## src/rtl/framebuffer_writer.sv

```systemverilog
// framebuffer_writer: turns pixel/span draw requests into paired linear
// framebuffer writes and clears the new back buffer after a vsync swap.
module framebuffer_writer #(
    parameter int         WIDTH       = 640,
    parameter int         HEIGHT      = 480,
    parameter int         ADDR_W      = 19,
    parameter logic [3:0] CLEAR_COLOR = 4'h0
) (
    input  logic              clock,
    input  logic              reset,
    input  logic              vsync,
    input  logic              clear_en,
    input  logic              in_valid,
    output logic              in_ready,
    input  logic [9:0]        in_x,
    input  logic [8:0]        in_y,
    input  logic [9:0]        in_len,
    input  logic [3:0]        in_color,
    output logic [ADDR_W-1:0] addr_wr1,
    output logic [ADDR_W-1:0] addr_wr2,
    output logic [3:0]        data_wr1,
    output logic [3:0]        data_wr2,
    output logic              wr1_en,
    output logic              wr2_en,
    output logic              busy,
    output logic              clear_done,
    output logic              overrun
);

    localparam logic [1:0] ST_IDLE  = 2'd0;
    localparam logic [1:0] ST_SETUP = 2'd1;
    localparam logic [1:0] ST_SPAN  = 2'd2;
    localparam logic [1:0] ST_CLEAR = 2'd3;

    localparam logic [ADDR_W-1:0] NPAIRS  = ADDR_W'(WIDTH * HEIGHT / 2);
    localparam logic [ADDR_W-1:0] WIDTH_A = ADDR_W'(WIDTH);
    localparam logic [ADDR_W-1:0] ONE_A   = ADDR_W'(1);
    localparam logic [9:0]        WIDTH_X = 10'(WIDTH);
    localparam logic [9:0]        HEIGHT_Y = 10'(HEIGHT);

    logic [1:0]        state_q, state_d;
    logic [9:0]        x_q, x_d, len_q, len_d, lc_q, lc_d, k_q, k_d;
    logic [8:0]        y_q, y_d;
    logic [3:0]        color_q, color_d;
    logic [ADDR_W-1:0] base_q, base_d, clr_idx_q, clr_idx_d;
    logic              pending_q, pending_d, vsync_q;
    logic              ready_q, ready_d, busy_q, busy_d;
    logic              done_q, done_d, overrun_q, overrun_d;
    logic              wr1_en_q, wr1_en_d, wr2_en_q, wr2_en_d;
    logic [ADDR_W-1:0] addr1_q, addr1_d, addr2_q, addr2_d;
    logic [3:0]        data1_q, data1_d, data2_q, data2_d;

    logic              vsync_fall_s, range_ok_s;
    logic [9:0]        room_s, lc_s;
    logic [ADDR_W-1:0] y_ext_s, base_s, clr_addr_s;

    assign vsync_fall_s = vsync_q & ~vsync;
    assign y_ext_s      = ADDR_W'(y_q);
    // y*640 reduces to two shifts; other widths fall back to a constant multiply
    assign base_s       = (WIDTH == 640) ? ((y_ext_s << 9) + (y_ext_s << 7) + ADDR_W'(x_q))
                                         : (y_ext_s * WIDTH_A + ADDR_W'(x_q));
    assign room_s       = WIDTH_X - x_q;
    assign range_ok_s   = ({1'b0, y_q} < HEIGHT_Y) && (x_q < WIDTH_X) && (len_q != 10'd0);
    assign lc_s         = range_ok_s ? ((len_q < room_s) ? len_q : room_s) : 10'd0;
    assign clr_addr_s   = clr_idx_q << 1;

    // Next-state, next-output and vsync/clear bookkeeping
    always_comb begin
        state_d   = state_q;
        x_d       = x_q;
        y_d       = y_q;
        len_d     = len_q;
        color_d   = color_q;
        base_d    = base_q;
        lc_d      = lc_q;
        k_d       = k_q;
        clr_idx_d = clr_idx_q;
        pending_d = pending_q;
        overrun_d = 1'b0;
        done_d    = 1'b0;
        wr1_en_d  = 1'b0;
        wr2_en_d  = 1'b0;
        addr1_d   = '0;
        addr2_d   = '0;
        data1_d   = 4'h0;
        data2_d   = 4'h0;

        if (vsync_fall_s) begin
            if (state_q == ST_CLEAR) begin
                overrun_d = 1'b1;
            end else if (clear_en) begin
                pending_d = 1'b1;
            end else begin
                pending_d = pending_q;
            end
        end else begin
            pending_d = pending_q;
        end

        case (state_q)
            ST_IDLE: begin
                if (in_valid && ready_q) begin
                    x_d     = in_x;
                    y_d     = in_y;
                    len_d   = in_len;
                    color_d = in_color;
                    state_d = ST_SETUP;
                end else begin
                    state_d = ST_IDLE;
                end
            end
            ST_SETUP: begin
                lc_d   = lc_s;
                base_d = base_s;
                if (range_ok_s) begin
                    state_d  = ST_SPAN;
                    wr1_en_d = 1'b1;
                    addr1_d  = base_s;
                    data1_d  = color_q;
                    wr2_en_d = (lc_s > 10'd1);
                    addr2_d  = base_s + ONE_A;
                    data2_d  = color_q;
                    k_d      = 10'd2;
                end else begin
                    state_d = ST_IDLE;
                end
            end
            ST_SPAN: begin
                if (k_q < lc_q) begin
                    wr1_en_d = 1'b1;
                    addr1_d  = base_q + ADDR_W'(k_q);
                    data1_d  = color_q;
                    wr2_en_d = ((k_q + 10'd1) < lc_q);
                    addr2_d  = base_q + ADDR_W'(k_q) + ONE_A;
                    data2_d  = color_q;
                    k_d      = k_q + 10'd2;
                end else begin
                    state_d = ST_IDLE;
                end
            end
            ST_CLEAR: begin
                if (clr_idx_q != NPAIRS) begin
                    wr1_en_d  = 1'b1;
                    wr2_en_d  = 1'b1;
                    addr1_d   = clr_addr_s;
                    addr2_d   = clr_addr_s | ONE_A;
                    data1_d   = CLEAR_COLOR;
                    data2_d   = CLEAR_COLOR;
                    clr_idx_d = clr_idx_q + ONE_A;
                end else begin
                    state_d = ST_IDLE;
                    done_d  = 1'b1;
                end
            end
            default: begin
                state_d = ST_IDLE;
            end
        endcase

        // Whenever the engine would land in IDLE with a clear waiting, start it
        // right away so the first pair follows the last span write directly.
        if ((state_d == ST_IDLE) && pending_q) begin
            state_d   = ST_CLEAR;
            pending_d = 1'b0;
            wr1_en_d  = 1'b1;
            wr2_en_d  = 1'b1;
            addr1_d   = '0;
            addr2_d   = ONE_A;
            data1_d   = CLEAR_COLOR;
            data2_d   = CLEAR_COLOR;
            clr_idx_d = ONE_A;
        end else begin
            clr_idx_d = clr_idx_d;
        end

        ready_d = (state_d == ST_IDLE) && !pending_d;
        busy_d  = (state_d != ST_IDLE);
    end

    // State and registered outputs
    always_ff @(posedge clock or negedge reset) begin
        if (!reset) begin
            state_q   <= ST_IDLE;
            x_q       <= 10'd0;
            y_q       <= 9'd0;
            len_q     <= 10'd0;
            color_q   <= 4'h0;
            base_q    <= '0;
            lc_q      <= 10'd0;
            k_q       <= 10'd0;
            clr_idx_q <= '0;
            pending_q <= 1'b0;
            vsync_q   <= 1'b1;
            ready_q   <= 1'b0;
            busy_q    <= 1'b0;
            done_q    <= 1'b0;
            overrun_q <= 1'b0;
            wr1_en_q  <= 1'b0;
            wr2_en_q  <= 1'b0;
            addr1_q   <= '0;
            addr2_q   <= '0;
            data1_q   <= 4'h0;
            data2_q   <= 4'h0;
        end else begin
            state_q   <= state_d;
            x_q       <= x_d;
            y_q       <= y_d;
            len_q     <= len_d;
            color_q   <= color_d;
            base_q    <= base_d;
            lc_q      <= lc_d;
            k_q       <= k_d;
            clr_idx_q <= clr_idx_d;
            pending_q <= pending_d;
            vsync_q   <= vsync;
            ready_q   <= ready_d;
            busy_q    <= busy_d;
            done_q    <= done_d;
            overrun_q <= overrun_d;
            wr1_en_q  <= wr1_en_d;
            wr2_en_q  <= wr2_en_d;
            addr1_q   <= addr1_d;
            addr2_q   <= addr2_d;
            data1_q   <= data1_d;
            data2_q   <= data2_d;
        end
    end

    assign in_ready   = ready_q;
    assign busy       = busy_q;
    assign clear_done = done_q;
    assign overrun    = overrun_q;
    assign wr1_en     = wr1_en_q;
    assign wr2_en     = wr2_en_q;
    assign addr_wr1   = addr1_q;
    assign addr_wr2   = addr2_q;
    assign data_wr1   = data1_q;
    assign data_wr2   = data2_q;

endmodule
```

## config.mk

```make
export PLATFORM = sky130hd
export DESIGN_NAME = framebuffer_writer
export DESIGN_NICKNAME = d
export VERILOG_FILES = /design/src/rtl/framebuffer_writer.sv
export SDC_FILE = /design/constraint.sdc
export NUM_CORES = 1
export LEC_CHECK = 0
export BUFFER_PORTS_ARGS = -buffer_cell sky130_fd_sc_hd__clkbuf_2
export CORE_MARGIN = 1.5
export CORE_UTILIZATION = 50
export CTS_CLUSTER_SIZE = 40
export DETAILED_ROUTE_END_ITERATION = 12
export GPL_TIMING_DRIVEN = 0
export PLACE_DENSITY = 0.77
export SLEW_MARGIN = 5
export SYNTH_ARGS = -nofsm -noshare
export SYNTH_HDL_FRONTEND = slang
export SYNTH_SLANG_ARGS = --single-unit
```

## constraint.sdc

```tcl
create_clock -name clock -period 4.6 [get_ports clock]
set_input_delay 0.92 -clock clock [delete_from_list [all_inputs] [get_ports clock]]
set_output_delay 0.92 -clock clock [all_outputs]
set_load 0.01 [all_outputs]
```

# Word-level counts from Yosys, hierarchy flattened

Cells that the tools add are included.

Multipliers: 0
Multiplexer cells: 45
$lt $le $gt $ge: 6
Bitwise operators: 2
Shift-type cells: 0
Div/mod/pow operators: 0
Add/subtract/negate cells: 9
Equal/unequal tests: 6
Reductions and logical operators: 17

Operators by type and width:

| operator                                                                   | count |
|---|---|
| 19-bit 2-to-1 mux                                                          | 11 |
| 19-bit one-hot mux with 3 select lines                                     | 2 |
| 19-bit by 1-bit adder with 19-bit output (second input constant)           | 3 |
| 10-bit 2-to-1 mux                                                          | 4 |
| 19-bit by 10-bit adder with 19-bit output                                  | 2 |
| 10-bit < comparator                                                        | 3 |
| 10-bit one-hot mux with 2 select lines                                     | 1 |
| 18-bit by 16-bit adder with 19-bit output                                  | 1 |
| 19-bit by 18-bit inequality test with 1-bit output (second input constant) | 1 |
| 1-bit 2-to-1 mux                                                           | 16 |
| 4-bit 2-to-1 mux                                                           | 3 |
| 10-bit by 1-bit adder with 10-bit output (second input constant)           | 1 |
| 10-bit by 2-bit adder with 10-bit output (second input constant)           | 1 |
| 10-bit by 1-bit > comparator with 1-bit output (second input constant)     | 1 |
| 10-bit < comparator (second input constant)                                | 1 |
| 10-bit nonzero test                                                        | 1 |
| 10-bit subtractor (first input constant)                                   | 1 |
| 9-bit < comparator (second input constant)                                 | 1 |
| 2-bit 2-to-1 mux                                                           | 4 |
| 2-bit one-hot mux with 4 select lines                                      | 1 |
| 4-bit one-hot mux with 2 select lines                                      | 1 |
| 2-bit nonzero test                                                         | 4 |
| 2-bit zero test                                                            | 3 |
| 1-bit one-hot mux with 3 select lines                                      | 2 |
| 9 further kinds                                                            | 16 |

RAM bits: 0
Word-level logic and storage cells: 105
Register bits: 143
Output and inout port bits: 52
Input bits: 38
ROM bits: 0
Bits in latches: 0
Memories kept: 0

# Depth between registers and ports, before layout

Gate-level depths: netlist (run 1).

Word-level depth: 10
Mapped depth: 13
Gate-level depth less buffers: 12

# Least setup slack after synthesis (run 1)

OpenSTA, ideal clock, no wires.

Kind: reg2reg
Start point: reg k_q[1]
End point: reg addr2_q[18], in the netlist addr_wr2[18]
Clock period less this slack: 3.284 ns
Slack: 1.316 ns
Buffers on the path: 1
Setup time: 0.088 ns
Cell stages (with the launch flop): 12
Arrival: 3.196 ns
Data required time: 4.512 ns
Cells stage by stage: dfrtp_1 inv_1 fa_1 nor2b_4 o2111ai_1 a211oi_1 or3_1 buf_2 or4b_4 or4_1 a2111o_1 a41oi_1

Longest elaborated chain between the ends: 6
Elaborated cells on any way between the ends: 10
Classes of those cells: 2 x add/sub; 1 x order compare; 5 x mux; 2 x reduce/logical

RTL lines:

| what                                                                              | RTL line | source |
|---|---|---|
| from (decl)                                                                       | 42       | `logic [9:0] x_q, x_d, len_q, len_d, lc_q, lc_d, k_q, k_d;` |
| from (signal assigned)                                                            | 212      | `k_q <= k_d;` |
| branches (longest 5 deep; another with 19-bit by 10-bit adder with 19-bit output) | --       |  |
| 19-bit 2-to-1 mux *                                                               | 162      | `if ((state_d == ST_IDLE) && pending_q) begin` |
| named net addr2_d[18]                                                             | 50       | `logic [ADDR_W-1:0] addr1_q, addr1_d, addr2_q, addr2_d;` |
| to (signal assigned)                                                              | 223      | `addr2_q <= addr2_d;` |
| to (decl)                                                                         | 50       |  |

Mark *: on every way through the listed nets, which the timed path passes.
A chain may end at the register's enable or synchronous reset.

# Worst setup path after layout (run 1)

Start point: reg x_q[0]
End point: reg lc_q[4]

Longest elaborated chain between the ends: 4
Elaborated cells on any way between the ends: 7
Classes of those cells: 1 x add/sub; 2 x order compare; 2 x mux; 2 x reduce/logical

RTL lines:

| what                                                            | RTL line | source |
|---|---|---|
| from (decl)                                                     | 42       |  |
| from (signal assigned)                                          | 184      | `x_q <= 10'd0;` |
| from (signal assigned)                                          | 206      | `x_q <= x_d;` |
| 10-bit subtractor / 10-bit < comparator (equally long branches) | 62, 63   |  |
| 10-bit < comparator / 1-bit logical AND (equally long branches) | 64, 63   |  |
| 10-bit 2-to-1 mux / 1-bit logical AND (equally long branches)   | 64, 63   |  |
| 10-bit 2-to-1 mux *                                             | 64       | `assign lc_s = range_ok_s ? ((len_q < room_s) ? len_q : room_s) : 10'd0;` |
| to (signal assigned)                                            | 211      | `lc_q <= lc_d;` |
| to (decl)                                                       | 42       |  |

Every way passes the cells marked *; elsewhere a longest branch is shown, timed or not.

==> key figures, run 1 <==
Yosys
  – Yosys warning total: 0
  – Netlist Area Pre-Place: 0.00916 mm²
  – Syn Area/Cell: 9.60 µm²
  – Async S/R FF share, synth: 1.00
  – Total nets after synthesis: 1059
  – Leading register cell type out of synthesis: dfrtp_1
  – Share of the yosys chip area belonging to registers: 0.388
  – Cells after synthesis: 954
  – EDFF count, synth: 0
  – Count of state elements after synthesis: 142
  – Count of cell types in the netlist: 79

Finish
  – Net count of the finished layout: 1168
  – Non-filler instance count after layout: 1305
  – Total non-filler cell area in the finished layout: 0.0106 mm²
  – Number of antenna repair diodes: 0
  – Storage cell area: 0.00355 mm²
  – Fill cell instance count of the final layout: 1503
  – Area grow syn2layout: 15.7%
  – Combined area of the multi-input logic cells: 0.00517 mm²
  – Share of cells above drive strength 1: 0.191

STA
  – Slew Viols, Final: 0
  – Number of endpoints failing setup at the final stage: 0
  – Unrepaired setup endpoints after global routing: no
  – Clock tree skew after final layout: 0.0104 ns
  – Min Tclk post-route: 4.24 ns
  – Worst slew slack as a fraction of its limit: 0.284
  – Final setup TNS: 0 ns
  – FMAX: 236 MHz
  – Worst hold margin: 0.451 ns
  – Period Utilization, post-route: 0.922
  – Slew at the pin with the worst max-slew slack: 1.07 ns
  – Final Hold Viols: 0

Floorplan
  – Core region area: 0.0180 mm²
  – I/O pins: 90
  – Chip width: 138 µm
  – Number of cell rows: 49
  – Die ar.: 0.0191 mm²
  – Initial core utilization: 0.510
  – Die Span Y: 138 µm

Placement
  – Dpl cells: 1273
  – Last weighted congestion value of the routability-driven placer: 0.944
  – Number of buffers inserted by port buffering: 89
  – Placed wire-length estimate after detailed placement: 18100 µm
  – Post-DP Area: 0.00992 mm²

Power
  – Switching component of the power: 0.00408 W
  – Pwr Total: 0.00885 W
  – Logic pwr share: 0.594
  – Worst ir drop on vdd: 0.000531 V
  – Clock network fraction of design power: 0.176
  – P_leak: 4.75 nW
  – Sw Ratio: 0.461
  – P_int: 0.00477 W
  – Share of total power in sequential cells: 0.230
  – Cell Pwr Density: 835 mW/mm²

Clocking
  – Clock sink total: 142
  – CTS resizes: 0
  – Clock latency on the worst-skew pair: 0.43 ns
  – Count of buffers added by post-CTS timing repair for setup: 0
  – Number of levels the H-tree was split into: 4
  – CTS Root Cell: clkbuf_16
  – Clock tree from TritonCTS: done
  – Clock buffer depth: 2
  – Clock input transition at the sequential cells of the worst setup and hold paths: 0.06 ns
  – Cts bufs inserted: 17
  – Number of hold buffers added after CTS: 0

GRT
  – Global-route total usage across every layer: 0.257
  – Global-route wire length before repair: 39200 µm
  – Antenna violations before repair: 0
  – Aggregate global routing overflow: 0
  – Pin count of the biggest net entering global routing: 87
  – Vias in the first global route: 7569

Worst setup path
  – Startpoint-to-endpoint class of the critical path: register to register
  – Critical path endpoint category: register
  – Arrival time of the worst setup path: 4.53 ns
  – Critical Path Source Type: register
  – Required arrival time at the worst endpoint: 4.89 ns
  – Maximum net fanout on the critical path: 10

Routing
  – Via Count: 7926
  – Routed wire length: 24200 µm
  – Via density: 6.07
  – Number of detailed-routing iterations run before antenna repair: 8
  – Routed wire per std cell: 18.5 µm
  – Number of DRC markers in iteration 0: 864
  – Number of nets still failing antenna checks after routing: 0
  – Number of remaining DRC errors: 0

Min path
  – Hold Crit Class: input pin to async pin

Run status
  – Result of the run: finished clean

Flow run
  – Max Cap Viol: 0
logic make-up (layout without fill, tap and decap cells):
group           after synthesis  in the layout  share of synthesized area
mux                          58             58                     0.0700
flops                       142            142                      0.388
simple gates                311            311                      0.174
fa+ha+maj                    67             67                     0.0940
other cells                   1              1                   0.000410
buf+inv                     102            224                     0.0467
compound gates              202            202                      0.159
xor+xnor                     71             71                     0.0679
layer usage:
layer | up-vias | routed length [µm] | global-route usage
met4 | 0 | 600 | 0.0870
met1 | 3824 | 10600 | 0.354
met2 | 372 | 11100 | 0.406
met5 | - | 0 | 0
li1 | 3685 | - | -
met3 | 45 | 1940 | 0.0506
state kept, by name, summed over array words and instances (netlist names), 9 cells and up:
signal / cells
base_q: 19
addr_wr1: 19
x_q: 10
k_q: 9
y_q: 9
lc_q: 10
addr_wr2: 19
len_q: 10
clr_idx_q: 19
area by class of cell:
cell class	instances	share of cell area
Buffer	63	0.0266
Clock buffer	20	0.0440
Clock inverter	12	0.0195
Inverter	39	0.0138
Multi-Input combinational cell	710	0.488
Sequential cell	142	0.335
Tap cell	229	0.0270
Timing Repair Buffer	90	0.0455
critical path, cell delays in order, from the launching register on:
cell,delay [ns]
dfrtp_1,0.35
clkbuf_1,0.44
inv_1,0.25
ha_1,0.50
inv_1,0.10
ha_1,0.28
a21o_1,0.10
a21o_1,0.10
a21oi_1,0.06
o21a_1,0.18
o41ai_1,0.74
clkbuf_1,0.57
mux2i_1,0.32
o22ai_1,0.10
power by group through the flow:
stage	clock (W)	combinational, W	sequential, W
finish	0.00156	0.00526	0.00203
global route	0.00163	0.00577	0.00208
CTS	0.00157	0.00516	0.00203
detailed placement	0	0.00509	0.00204
global placement	0	0.00495	0.00202
floorplan	0	0.00371	0.00201
worst paths after layout:
kind / start / to / slack [ns] / depth (start not counted)
worst min-delay path: reset / addr_wr2[0] / 0.45 / 1
worst min register to register: color_q[3] / data_wr2[3] / 0.48 / 1
worst max-delay path: x_q[0] / lc_q[4] / 0.36 / 13
worst max register to register: x_q[0] / lc_q[4] / 0.36 / 13
max in group asynchronous: reset / base_q[10] / 3.37 / 2
min in group clock: color_q[3] / data_wr2[3] / 0.48 / 1
cells in the mapped netlist, types with 5 or more instances:
| library cell | instances | area share |
|---|---|---|
| a222oi_1 | 16 | 0.017 |
| nor4_1 | 11 | 0.0075 |
| nor3_1 | 24 | 0.013 |
| o211ai_1 | 5 | 0.0041 |
| nor3b_1 | 6 | 0.0049 |
| a31oi_1 | 9 | 0.0061 |
| nand3b_1 | 6 | 0.0049 |
| mux2_2 | 48 | 0.059 |
| nor2b_1 | 6 | 0.0041 |
| o2111ai_1 | 7 | 0.0067 |
| or2_2 | 8 | 0.0055 |
| clkbuf_1 | 46 | 0.019 |
| nand2_1 | 50 | 0.020 |
| and2_1 | 18 | 0.012 |
| dfrtp_1 | 141 | 0.39 |
| nand3_1 | 29 | 0.016 |
| a21oi_1 | 30 | 0.016 |
| o21ai_0 | 35 | 0.019 |
| o22ai_1 | 13 | 0.0089 |
| a21o_1 | 10 | 0.0082 |
| and3_1 | 12 | 0.0082 |
| o21a_1 | 17 | 0.014 |
| or3_1 | 8 | 0.0055 |
| inv_1 | 39 | 0.016 |
| nand4_1 | 13 | 0.0089 |
| nor2_1 | 96 | 0.039 |
| a221oi_1 | 6 | 0.0057 |
| buf_2 | 6 | 0.0033 |
| a22oi_1 | 13 | 0.011 |
| ha_1 | 64 | 0.087 |
| xnor2_1 | 39 | 0.037 |
| mux2i_1 | 10 | 0.011 |
| xor2_1 | 32 | 0.031 |
cell usage in the layout, fill, tap and decap left out, types with 10 or more instances in the layout:
cell type	count
nand4_1	13
nor2_1	96
xor2_1	32
and2_1	18
a222oi_1	16
o21a_1	17
nor3_1	24
nand2_1	50
clkbuf_16	17
nand3_1	29
xnor2_1	39
inv_1	39
and3_1	12
nor4_1	11
clkbuf_2	88
mux2_2	48
ha_1	64
a22oi_1	13
mux2i_1	10
clkbuf_1	46
o21ai_0	35
dfrtp_1	141
a21o_1	10
o22ai_1	13
a21oi_1	30
per-stage QoR:
stage / utilization / worst slack, ns
final: 0.590 / 0.360
after floorplan: - / 1.32
after detailed placement: 0.552 / 0.578
after global placement: 0.550 / 0.286
after global routing: 0.590 / 0.208
after CTS: 0.590 / 0.550
No activity file was read; power rests on OpenSTA's default activity.
==> inputs of run 2 (changes only) <==
Settings changed: CELL_PAD_IN_SITES_DETAIL_PLACEMENT from default to 1, CELL_PAD_IN_SITES_GLOBAL_PLACEMENT from default to 2, CORE_UTILIZATION 50 to 38, PLACE_DENSITY 0.77 to 0.88.
==> run 2 against run 1 <==
Compared with the run above:
- combinational power grew 4%
- largest power group unchanged
- via count shrank 0.88%
- worst hold slack lost 0.0096 ns
- global-route usage shrank 1.5 points
- non-clock buffer count is the same
- critical endpoint is now addr_wr2[18]
- first-iteration DRC count shrank 36%
- largest cell class unchanged
- clock-buffer cell count shrank 3
- power grew 0.45%
- cell area grew 0.13%
==> key figures, run 2 (synthesized netlist as in run 1, its figures left out) <==
Run status
  – Result of the run: finished clean

Placement
  – Last weighted congestion value of the routability-driven placer: 0.854
  – Setup Slack @ Placement: 0.724 ns
  – Number of buffers inserted by port buffering: 89
  – Placed wire-length estimate after detailed placement: 21900 µm
  – Post-DP Area: 0.0100 mm²

Finish
  – Share of cells above drive strength 1: 0.191
  – Highest-count cells in the layout ignoring fill and taps: dfrtp_1, nor2_1, clkbuf_2, ha_1, nand2_1
  – Combined area of the multi-input logic cells: 0.00517 mm²
  – Total non-filler cell area in the finished layout: 0.0106 mm²
  – Storage cell area: 0.00355 mm²
  – Area grow syn2layout: 15.9%
  – Most common cell after layout, fill and taps aside: dfrtp_1
  – Number of antenna repair diodes: 0
  – Fill cell instance count of the final layout: 2781
  – Net count of the finished layout: 1168

GRT
  – Global-route wire length before repair: 45600 µm
  – Pin count of the biggest net entering global routing: 85
  – Vias in the first global route: 8052
  – Global-route total usage across every layer: 0.242
  – Aggregate global routing overflow: 0
  – Antenna violations before repair: 0

STA
  – Slew Viols, Final: 0
  – Final Hold Viols: 0
  – Worst hold margin: 0.441 ns
  – Clock tree skew after final layout: 0.00931 ns
  – Final setup TNS: 0 ns
  – Period Utilization, post-route: 0.852
  – Unrepaired setup endpoints after global routing: no
  – Min Tclk post-route: 3.92 ns
  – Slew at the pin with the worst max-slew slack: 0.980 ns
  – Worst slew slack as a fraction of its limit: 0.342
  – FMAX: 255 MHz
  – Crit path setup slack, layout: 0.679 ns
  – Number of endpoints failing setup at the final stage: 0

Worst setup path
  – Startpoint-to-endpoint class of the critical path: register to register
  – Kind of cell with the highest combined delay on the critical path: simple AND/OR/NAND/NOR gates
  – Critical register-to-register path endpoint: addr_wr2[18]
  – Start of the worst register-to-register path: k_q[1]
  – Critical path endpoint category: register
  – Critical Path Source Type: register
  – Register-to-Register Setup Slack: 0.68 ns
  – Delay contributed by the slowest stage of the critical path: 0.60 ns
  – Maximum net fanout on the critical path: 8
  – Required arrival time at the worst endpoint: 4.94 ns
  – Count of buffering cells on the critical path with inverters included: 2
  – List of cells traversed by the critical path: inv_1 -> fa_1 -> nor2b_4 -> o2111ai_1 -> a211oi_1 -> or3_1 -> buf_2 -> or4b_4 -> or4_1 -> a2111o_1 -> a41oi_1
  – Arrival time of the worst setup path: 4.26 ns
  – R2R depth: 11
  – Slowest stage cell on the critical path: fa_1

Power
  – P_int: 0.00453 W
  – Cell Pwr Density: 838 mW/mm²
  – Clock network fraction of design power: 0.157
  – P_leak: 4.70 nW
  – Switching component of the power: 0.00436 W
  – Share of total power in sequential cells: 0.229
  – Sw Ratio: 0.491
  – Worst ir drop on vdd: 0.000448 V
  – Pwr Total: 0.00889 W
  – Logic pwr share: 0.614

Routing
  – Via Count: 7856
  – Via density: 5.63
  – Number of DRC markers in iteration 0: 553
  – Number of remaining DRC errors: 0
  – Routed wire length: 28700 µm
  – Routed wire per std cell: 20.6 µm
  – Number of nets still failing antenna checks after routing: 0
  – Number of detailed-routing iterations run before antenna repair: 8

Floorplan
  – Number of cell rows: 56
  – Core region area: 0.0235 mm²
  – Initial core utilization: 0.389
  – I/O pins: 90
  – Die Span Y: 158 µm
  – Chip width: 158 µm
  – Die ar.: 0.0250 mm²

Clocking
  – Number of levels the H-tree was split into: 4
  – Clock input transition at the sequential cells of the worst setup and hold paths: 0.07 ns
  – Cts bufs inserted: 17
  – Number of hold buffers added after CTS: 0
  – CTS Root Cell: clkbuf_16
  – Clock buffer depth: 2
  – Clock tree from TritonCTS: done
  – CTS resizes: 0
  – Clock sink total: 142
  – Clock latency on the worst-skew pair: 0.44 ns
  – Count of buffers added by post-CTS timing repair for setup: 0

Flow run
  – Max Cap Viol: 0

Min path
  – Hold Crit Class: input pin to async pin
[run 2: changes by cell type in the layout (fill, tap and decap cells not counted), sizes merged]
| cell | previous run | this run |
|---|---|---|
| clkinvlp | 1 | 3 |
| bufinv | 5 | 1 |
| clkinv | 4 | 2 |
| clkbuf | 155 | 152 |
| inv | 41 | 48 |
[run 2: layout make-up]
class | count | area share
Clock buffer | 17 | 0.0401
Buffer | 63 | 0.0265
Tap cell | 319 | 0.0376
Multi-Input combinational cell | 710 | 0.488
Timing Repair Buffer | 90 | 0.0454
Inverter | 39 | 0.0138
Clock inverter | 15 | 0.0140
Sequential cell | 142 | 0.335
[run 2: worst max path at each step]
| stage | start | endpoint | slack, ns | depth (start not counted) |
|---|---|---|---|---|
| after floorplan | k_q[1] | addr_wr2[18] | 1.32 | 11 |
| after global placement | reset | base_q[12] | 0.22 | 1 |
| after detailed placement | k_q[1] | addr_wr2[18] | 0.72 | 11 |
| after CTS | k_q[1] | addr_wr2[18] | 0.70 | 11 |
| after global routing | x_q[4] | lc_q[7] | 0.38 | 12 |
| final | k_q[1] | addr_wr2[18] | 0.68 | 11 |
[run 2: metal layers]
metal  up-vias  part of all wire  GRT usage
li1       3671                 -          -
met1      3927              0.47      0.337
met2       218              0.47      0.389
met3        40             0.043     0.0342
met4         0             0.019     0.0703
met5         -                 0          0
[run 2: per-stage QoR]
| stage | util | cells |
|---|---|---|
| final | 0.451 | 1395 |
| after global routing | 0.451 | 1395 |
| after CTS | 0.451 | 1395 |
| after detailed placement | 0.426 | 1363 |
| after global placement | 0.425 | 1362 |
| after floorplan | - | 954 |
[run 2: power by group through the flow]
stage	combinational, W	clock, W	sequential [W]
floorplan	0.00371	0	0.00201
global placement	0.00523	0	0.00204
detailed placement	0.00536	0	0.00206
CTS	0.00540	0.00142	0.00204
global route	0.00596	0.00146	0.00210
finish	0.00545	0.00140	0.00204
